--- src/rtl/forward_ctrl.sv ---
// Forwarding and load-use hazard control for a 5-stage pipeline.
// Define FWD_BYPASS_EN for EX/MEM and MEM/WB bypassing; otherwise dependent instructions stall.
module forward_ctrl (
    input  logic        clk,
    input  logic        reset,
    input  logic        id_valid,
    input  logic [4:0]  id_rs,
    input  logic [4:0]  id_rt,
    input  logic [4:0]  id_rd,
    input  logic        id_regwrite,
    input  logic        id_memread,
    input  logic        flush,
    output logic [1:0]  fwd_a,
    output logic [1:0]  fwd_b,
    output logic        stall,
    output logic [15:0] stall_cnt
);

    logic       idex_valid, idex_regwrite, idex_memread;
    logic [4:0] idex_rs, idex_rt, idex_rd;
    logic       exmem_valid, exmem_regwrite, exmem_memread;
    logic [4:0] exmem_rd;
    logic       memwb_valid, memwb_regwrite;
    logic [4:0] memwb_rd;

    logic idex_wr, exmem_wr, memwb_wr;

    assign idex_wr  = idex_valid  && idex_regwrite  && (idex_rd  != 5'd0);
    assign exmem_wr = exmem_valid && exmem_regwrite && (exmem_rd != 5'd0);
    assign memwb_wr = memwb_valid && memwb_regwrite && (memwb_rd != 5'd0);

`ifdef FWD_BYPASS_EN
    always_comb begin
        fwd_a = 2'd0;
        fwd_b = 2'd0;
        if (idex_valid) begin
            if (exmem_wr && exmem_rd == idex_rs)      fwd_a = 2'd2;
            else if (memwb_wr && memwb_rd == idex_rs) fwd_a = 2'd1;
            if (exmem_wr && exmem_rd == idex_rt)      fwd_b = 2'd2;
            else if (memwb_wr && memwb_rd == idex_rt) fwd_b = 2'd1;
        end
    end

    always_comb begin
        stall = id_valid && idex_wr && idex_memread &&
                (idex_rd == id_rs || idex_rd == id_rt);
    end
`else
    assign fwd_a = 2'd0;
    assign fwd_b = 2'd0;

    // Without bypass, any producer still in EX or MEM must drain before use.
    always_comb begin
        stall = id_valid &&
                ((idex_wr  && (idex_rd  == id_rs || idex_rd  == id_rt)) ||
                 (exmem_wr && (exmem_rd == id_rs || exmem_rd == id_rt)));
    end
`endif

    always_ff @(posedge clk) begin
        if (reset) begin
            idex_valid     <= 1'b0;
            idex_regwrite  <= 1'b0;
            idex_memread   <= 1'b0;
            idex_rs        <= '0;
            idex_rt        <= '0;
            idex_rd        <= '0;
            exmem_valid    <= 1'b0;
            exmem_regwrite <= 1'b0;
            exmem_memread  <= 1'b0;
            exmem_rd       <= '0;
            memwb_valid    <= 1'b0;
            memwb_regwrite <= 1'b0;
            memwb_rd       <= '0;
            stall_cnt      <= '0;
        end else begin
            idex_rs <= id_rs;
            idex_rt <= id_rt;
            idex_rd <= id_rd;
            if (id_valid && !stall && !flush) begin
                idex_valid    <= 1'b1;
                idex_regwrite <= id_regwrite;
                idex_memread  <= id_memread;
            end else begin
                idex_valid    <= 1'b0;
                idex_regwrite <= 1'b0;
                idex_memread  <= 1'b0;
            end
            exmem_valid    <= idex_valid;
            exmem_regwrite <= idex_regwrite;
            exmem_memread  <= idex_memread;
            exmem_rd       <= idex_rd;
            memwb_valid    <= exmem_valid;
            memwb_regwrite <= exmem_regwrite;
            memwb_rd       <= exmem_rd;
            if (stall && stall_cnt != '1)
                stall_cnt <= stall_cnt + 16'd1;
        end
    end

endmodule

--- config.mk ---
export PLATFORM = sky130hd
export DESIGN_NAME = forward_ctrl
export DESIGN_NICKNAME = d
export VERILOG_FILES = /design/src/rtl/forward_ctrl.sv
export SDC_FILE = /design/constraint.sdc
export NUM_CORES = 1
export LEC_CHECK = 0
export CAP_MARGIN = 40
export CORE_MARGIN = 3
export CORE_UTILIZATION = 52
export DETAILED_ROUTE_END_ITERATION = 8
export HOLD_SLACK_MARGIN = 0.12
export MAX_ROUTING_LAYER = met4
export PLACE_DENSITY = 0.85
export SLEW_MARGIN = 25
export SYNTH_ARGS = -nofsm -noshare
export SYNTH_HDL_FRONTEND = slang
export SYNTH_SLANG_ARGS = --single-unit
--- constraint.sdc ---
create_clock -name clk -period 2.9 [get_ports clk]
set_input_delay 0.58 -clock clk [delete_from_list [all_inputs] [get_ports clk]]
set_output_delay 0.58 -clock clk [all_outputs]
set_load 0.05 [all_outputs]
==> flow_metrics.tcl, run 1 <==
set metrics [dict create \
    p_per_area_nw_per_um2 374 \
    path_class "primary input to primary output" \
    dr.pass1.iters 4 \
    cell_internal_pwr_w 0.000587 \
    maxSlewHeadroom_pct 59.3 \
    syn_area_per_cell_um2 9.32 \
    synth-seq-area-share_pct 36.8 \
    synth_top_area_share_pct 36.8 \
    groute.usage.overall_pct 23.2 \
    nFillCells 206 \
    holdCritPathClass "register to register" \
    cts_num_sinks 30 \
    cp-start-kind "primary input" \
    rsz0062_at_grt "no" \
    switchingPower_w 0.000196 \
    max_freq_ghz 0.368 \
    fin_skew_ps 11.0 \
    clock_latency_ps 330 \
    port_buffers 36 \
    post_cts_buffers 1 \
    wl_um 3760 \
    htree_levels 2 \
    cts_hold_buf 0 \
    die_h_um 62.0 \
    drv_cap 0 \
    synth_async_sr_flop_share_pct 0 \
    slew_viol_final 0 \
    drtIter0Drc 52 \
    diodes 0 \
    ys_seq_elements 30 \
    drc 0 \
    die_area_um2 3840 \
    holdPathStages 1 \
    dieWidth_um 62.0 \
    rrSetupSlack_ps 610 \
    ir_drop_mv 0.281 \
    yosys_warnings 0 \
    swShare_pct 25.0 \
    cts-root-buf "clkbuf_4" \
    tns_ps 0 \
    fin_crit_sh_pct 93.7 \
    setup_ws_ps 182 \
    required_ps 2320 \
    synth.area.top_cells "dfxtp_1, xnor2_1, nor2b_1, mux2_4, nand3_1" \
    wl_per_cell_um 14.5 \
    hold_viol_final 0 \
    grt_pass1_wl_um 6270 \
    rr_worst_depth 9 \
    yosysUniqueCellTypes 47 \
    synth_top_area_cell "dfxtp_1" \
    worst_slew_pin_slew_ps 595 \
    nets 238 \
    p_clk_share_pct 33.3 \
    cts_tree "done" \
    p_leak_nw 0.728 \
    vias 1386 \
    clockBufferDepth 2 \
    ant_nets 0 \
    start_util_pct 56.7 \
    antenna_found_initial 0 \
    viasPerCell 5.35 \
    outcome "complete, no violations" \
    power_frac_comb_pct 11.9 \
    grt-ovfl-total 0 \
    worstPathArrival_ps 2140 \
    grt_pass1_vias 1411 \
    grt_max_degree 19 \
    cts_buffers 5 \
    core_area_um2 2880 \
    path_max_fanout 6 \
    cts.clk_slew.worst_paths_ps 90 \
    final_layout_size_suffix_gt1_share_pct 15.2 \
    gp_congestion 0.859 \
    cts_resized 0 \
    rows 19 \
    ios 42 \
    dpl.hpwl_um 2810 \
    dp_worst_setup_slack_ps 76.5 \
    setup_viol 0 \
    period_minus_slack_ps 2720 \
    ys.flop_type "dfxtp_1" \
    syn_area_um2 1630 \
    synthCells 175 \
    seq_power_share_pct 54.8 \
    area_growth_pct 28.4 \
    synth_edf_count 0 \
    critical_path.endpoint_type "primary output" \
]
-- cell type report --
class                      count  area, um^2  area share (%)
tap                           42        52.6            2.51
clock buffer                   7        55.1            2.63
inverter                       3        11.3           0.538
clock inverter                 1        5.00           0.239
sequential                    30         601            28.7
timing repair buffer          42         415            19.8
multi-input combinational    134         953            45.5
-- sequential cells by signal (all words and copies together) (netlist names) --
name / count
exmem_rd: 5
idex_valid: 1
idex_rd: 5
exmem_regwrite: 1
idex_regwrite: 1
exmem_valid: 1
stall_cnt: 16
-- power by group through the flow --
stage | clock [W] | combinational [W] | sequential (W)
after floorplan | 0 | 0.0000583 | 0.000436
after global placement | 0 | 0.0000899 | 0.000438
after detailed placement | 0 | 0.0000933 | 0.000439
after CTS | 0.000265 | 0.0000938 | 0.000429
after global routing | 0.000279 | 0.000102 | 0.000430
final | 0.000261 | 0.0000935 | 0.000429
-- cells in the mapped netlist, drive strengths merged, types with 2 or more instances --
cell	n
o311a	2
o22ai	2
or4	5
a21oi	10
mux2	4
buf	7
a22oi	2
nor4	4
o21ai	4
nand3	10
nand2	12
clkbuf	4
dfxtp	30
and2	5
inv	3
nor2b	16
and3	4
o31ai	5
nor2	7
or3	4
and4	2
xnor2	20
-- per-stage QoR --
stage / hold slack, ps / total power [W] / util, % / std cells / cell area [um^2]
floorplan: 438 / 0.000494 / - / 178 / 1640
global placement: 468 / 0.000528 / 70.2 / 249 / 2020
detailed placement: 476 / 0.000532 / 70.2 / 249 / 2020
CTS: 487 / 0.000788 / 72.5 / 258 / 2090
global route: 506 / 0.000811 / 72.8 / 259 / 2090
finish: 493 / 0.000783 / 72.8 / 259 / 2090
-- worst max-delay path, cell delays in order --
cell and delay (ps):
clkdlybuf4s50_1 520, xnor2_1 140, nand3_1 110, o22ai_1 330, a22oi_4 150, inv_2 150, buf_12 150
-- layout by cell type, fill, tap and decap left out, types with 2 or more instances in the layout --
cell type	count
a21oi_1	9
and2_1	3
and3_1	4
and4_1	2
buf_4	6
clkbuf_4	5
clkdlybuf4s50_1	35
conb_1	4
dfxtp_1	30
inv_1	2
mux2_4	4
nand2_1	11
nand3_1	10
nor2_1	7
nor2b_1	16
nor4_2	2
o21ai_1	3
o22ai_1	2
o311a_1	2
o31ai_1	5
or3_1	4
or4_1	5
xnor2_1	20
-- final timing paths --
| kind | from | to |
|---|---|---|
| setup / recovery | id_rs[0] | stall |
| hold / removal | idex_valid | exmem_valid |
| setup reg to reg | exmem_rd[0] | stall_cnt[2] |
| hold reg to reg | idex_valid | exmem_valid |
-- kinds of logic after synthesis --
group	share of synthesized area, %
other	0.230
AOI/OAI and AO/OA	12.7
muxes	3.68
DFF	36.8
xor gates and xnor gates	10.7
buffers and inverters	5.37
adders and majority gates	0.767
and+or+nand+nor	29.6
-- metal layers --
metal / global-route usage (%) / part of all wire (%) / up-vias
li1: - / - / 695
met1: 27.6 / 46 / 648
met2: 36.8 / 48 / 36
met3: 7.02 / 4.8 / 7
met4: 8.79 / 1.7 / 0
met5: - / 0 / -
Note: power is estimated with default switching activity, not from simulation.
==> inputs of run 2 (changes only) <==
- SETUP_SLACK_MARGIN: default -> 0.15
==> flow_metrics.tcl, run 2 (synthesis gave the netlist of run 1 again) <==
set metrics [dict create \
    die_h_um 62.0 \
    vias 1405 \
    fin_crit_sh_pct 91.9 \
    rows 19 \
    grt_pass1_wl_um 6270 \
    m1WireLength_um 1710 \
    maxSlewHeadroom_pct 59.4 \
    htree_levels 2 \
    p_leak_nw 0.730 \
    route.met2.wl_um 1820 \
    clockBufferDepth 2 \
    layout_common_cells "clkdlybuf4s50_1, dfxtp_1, xnor2_1" \
    placedInstanceArea_um2 2020 \
    finalCoreUtilization_pct 73.2 \
    outcome "complete, no violations" \
    stdcell_area_um2 2110 \
    cts_num_sinks 30 \
    wl_um 3790 \
    dieWidth_um 62.0 \
    cp-start-kind "register" \
    final_layout_size_suffix_gt1_share_pct 16.1 \
    ios 42 \
    wl_met3_um 192 \
    dr.pass1.iters 4 \
    drv_cap 0 \
    wl_per_cell_um 14.6 \
    cts.clk_slew.worst_paths_ps 90 \
    critical_path.endpoint_type "primary output" \
    clock_latency_ps 330 \
    cts_hold_buf 0 \
    p_per_area_nw_per_um2 374 \
    tns_ps 0 \
    start_util_pct 56.7 \
    period_minus_slack_ps 2660 \
    diodes 0 \
    area_growth_pct 29.2 \
    top_regs "stall_cnt: 16 flops, exmem_rd: 5 flops, idex_rd: 5 flops" \
    gp_congestion 0.859 \
    cts_buffers 5 \
    viasPerCell 5.42 \
    drtIter0Drc 68 \
    path_class "register to primary output" \
    worstPathArrival_ps 2080 \
    die_area_um2 3840 \
    cts-root-buf "clkbuf_4" \
    place_inst 249 \
    cts_tree "done" \
    groute.usage.overall_pct 23.2 \
    ir_drop_mv 0.281 \
    slew_viol_final 0 \
    grt-ovfl-total 0 \
    ant_nets 0 \
    dpl.hpwl_um 2810 \
    max_freq_ghz 0.375 \
    nets 238 \
    grt_pass1_vias 1411 \
    setup_viol 0 \
    layout.cells.non_filler 259 \
    holdCritPathClass "register to register" \
    path_max_fanout 6 \
    antenna_found_initial 0 \
    fin_skew_ps 10.0 \
    top_layer "met4" \
    rsz0062_at_grt "no" \
    largest_register "stall_cnt" \
    hold_viol_final 0 \
    core_area_um2 2880 \
    grt_max_degree 19 \
    final_common_cell "clkdlybuf4s50_1" \
    port_buffers 36 \
    drc 0 \
    required_ps 2320 \
    worst_slew_pin_slew_ps 594 \
    largest_reg_flops 16 \
]
## run 2: cell count changes in the layout (fill, tap and decap cells not counted)
cell     delta
o22ai_2     +2
o22ai_1     -2
## run 2: timing repair
action,4_1_cts,5_1_grt
gates resized for setup,0,2
endpoints found under the setup margin,1,1
buffers inserted,1,0
pin swaps,1,0
## run 2: stage by stage
stage | total power, W | hold WS, ps | setup slack, ps
2_1_floorplan | 0.000494 | 438 | 641
3_3_place_gp | 0.000528 | 468 | 141
4_1_cts | 0.000788 | 487 | 203
3_5_place_dp | 0.000532 | 476 | 76.5
6_report | 0.000787 | 487 | 236
5_1_grt | 0.000814 | 506 | 174
## run 2: path summary, 6_finish.rpt
check | from | endpoint | slack [ps] | cells past startpoint
setup / recovery | exmem_rd[0] | stall | 240 | 6
hold / removal | idex_valid | exmem_valid | 490 | 1
setup reg to reg | exmem_rd[0] | stall_cnt[2] | 590 | 9
hold reg to reg | idex_valid | exmem_valid | 490 | 1
## run 2: power breakdown
part           switching [W]   total, W  leakage (nW)  internal, W
registers         0.00000913   0.000429         0.244     0.000420
logic              0.0000455  0.0000968         0.451    0.0000513
clock network       0.000144   0.000261        0.0353     0.000117
total               0.000198   0.000787         0.730     0.000588
## run 2: per-layer routing
| metal | vias to the layer above | track usage (%) |
|---|---|---|
| met4 | 0 | 8.79 |
| met3 | 7 | 7.02 |
| li1 | 695 | - |
| met2 | 37 | 36.8 |
| met1 | 666 | 27.6 |
| met5 | - | - |
## run 2: layout make-up
class	instances	area (um^2)
clock buffers	7	55.1
flip-flops and latches	30	601
clock inverters	1	5.00
fillers	206	771
well taps	42	52.6
inverters	3	11.3
repair buffers	42	415
multi-input cells	134	966
## run 2: worst max-delay path, cell delays in order, from the launching register on
cell and delay [ps]:
dfxtp_1 350, or3_1 410, o311a_1 320, and2_4 170, a22oi_4 220, inv_2 120
buf_12 160
==> inputs of run 3 (changes only) <==
- HOLD_SLACK_MARGIN: 0.12 -> 0.03
- PLACE_DENSITY: 0.85 -> 0.89
==> flow_metrics.tcl, run 3 (synthesis gave the netlist of run 1 again) <==
set metrics [dict create \
    outcome "complete, no violations" \
    slowest_delay_ps 380 \
    finalCoreUtilization_pct 72.9 \
    final_common_cell "clkdlybuf4s50_1" \
    final_layout_size_suffix_gt1_share_pct 16.2 \
    top_regs "stall_cnt: 16 flops, exmem_rd: 5 flops, idex_rd: 5 flops" \
    grt_max_degree 17 \
    drv_cap 0 \
    groute.usage.overall_pct 23.0 \
    fin_skew_ps 15.7 \
    worst_slew_pin_slew_ps 563 \
    cts-root-buf "clkbuf_4" \
    ant_nets 0 \
    slowest_stage "or3_1" \
    hold_path_end "exmem_valid" \
    antenna_found_initial 0 \
    die_area_um2 3840 \
    die_h_um 62.0 \
    cts_tree "done" \
    vias 1433 \
    cts_num_sinks 30 \
    ios 42 \
    dieWidth_um 62.0 \
    rr_worst_depth 8 \
    largest_reg_flops 16 \
    regToRegEndpoint "stall_cnt[14]" \
    dp_worst_setup_slack_ps 72.7 \
    area_growth_pct 28.6 \
    whs_ps 502 \
    core_area_um2 2880 \
    hold_viol_final 0 \
    ir_drop_mv 0.261 \
    path_class "register to primary output" \
    start_util_pct 56.7 \
    path_max_fanout 6 \
    p_per_area_nw_per_um2 381 \
    max_freq_ghz 0.376 \
    critical_path.endpoint_type "primary output" \
    largest_register "stall_cnt" \
    setup_ws_ps 244 \
    cts.clk_slew.worst_paths_ps 100 \
    path_cells "or3_1, o311a_1, and2_1, a22oi_4, inv_2, buf_12" \
    path_buf_inv 2 \
    clock_latency_ps 340 \
    grt-ovfl-total 0 \
    critPathTopFamily "simple AND/OR/NAND/NOR gates" \
    port_buffers 36 \
    dpl.hpwl_um 2830 \
    diodes 0 \
    fin_crit_sh_pct 91.6 \
    drtIter0Drc 54 \
    gp_congestion 0.808 \
    tns_ps 0 \
    cts_buffers 5 \
    wl_per_cell_um 14.9 \
    worstPathArrival_ps 2080 \
    viasPerCell 5.55 \
    drc 0 \
    holdCritPathClass "register to register" \
    rsz0062_at_grt "no" \
    worstReg2RegStart "idex_rd[1]" \
    slew_viol_final 0 \
    maxSlewHeadroom_pct 61.5 \
    cts_hold_buf 0 \
    wl_um 3850 \
    placedInstanceArea_um2 2010 \
    rrSetupSlack_ps 620 \
    layout_common_cells "clkdlybuf4s50_1, dfxtp_1, xnor2_1" \
    required_ps 2320 \
    setup_viol 0 \
    rows 19 \
    holdPathStages 1 \
    nFillCells 197 \
    grt_pass1_vias 1429 \
    period_minus_slack_ps 2660 \
    worstHoldStart "idex_valid" \
    clockBufferDepth 2 \
    cp-start-kind "register" \
    nets 237 \
    p_leak_nw 0.725 \
    htree_levels 2 \
    stdcell_area_um2 2100 \
    grt_pass1_wl_um 6290 \
    dr.pass1.iters 4 \
]
[run 3: metal layers]
metal / up-vias / share of wire (%) / GRT usage, %
li1: 696 / - / -
met1: 666 / 45 / 28.7
met2: 65 / 48 / 34.6
met3: 6 / 6.4 / 7.64
met4: 0 / 1.1 / 7.88
met5: - / 0 / -
[run 3: how the worst max path moves through the flow]
stage / from / endpoint / depth (start not counted)
after floorplan: stall_cnt[2] / stall_cnt[15] / 5
after global placement: id_rs[4] / stall_cnt[6] / 8
after detailed placement: id_rs[4] / stall_cnt[5] / 8
after CTS: idex_rd[0] / stall / 6
after global routing: idex_rd[1] / stall / 6
final: idex_rd[1] / stall / 6
[run 3: per-stage QoR]
step                power (W)  std cells
finish               0.000799        258
global route         0.000829        258
CTS                  0.000796        257
detailed placement   0.000532        248
global placement     0.000527        248
floorplan            0.000494        178
[run 3: repair_timing]
action,CTS,global route
buffers inserted,1,0
endpoints found under the setup margin,1,2
gates resized for setup,0,2
pin swaps,1,0
[run 3: report_power, final]
group	internal (W)	total, W	switching (W)
Sequential	0.000420	0.000430	0.00000981
Combinational	0.0000509	0.0000948	0.0000438
Clock	0.000116	0.000274	0.000157
[run 3: cell type report]
class / count / area [um^2] / area share, %
repair buffers: 41 / 408 / 19.5
clock inverters: 2 / 12.5 / 0.597
well taps: 42 / 52.6 / 2.51
clock buffers: 6 / 51.3 / 2.45
inverters: 3 / 11.3 / 0.537
flip-flops and latches: 30 / 602 / 28.7
multi-input cells: 134 / 960 / 45.8
[run 3: worst reg2reg max path: stages, from the launching register on]
cell and delay (ps):
dfxtp_1 370, or3_1 390, o311a_1 330, and2_1 190, a22oi_4 190, buf_4 230, buf_4 220, nor4_1 80
a211oi_1 210
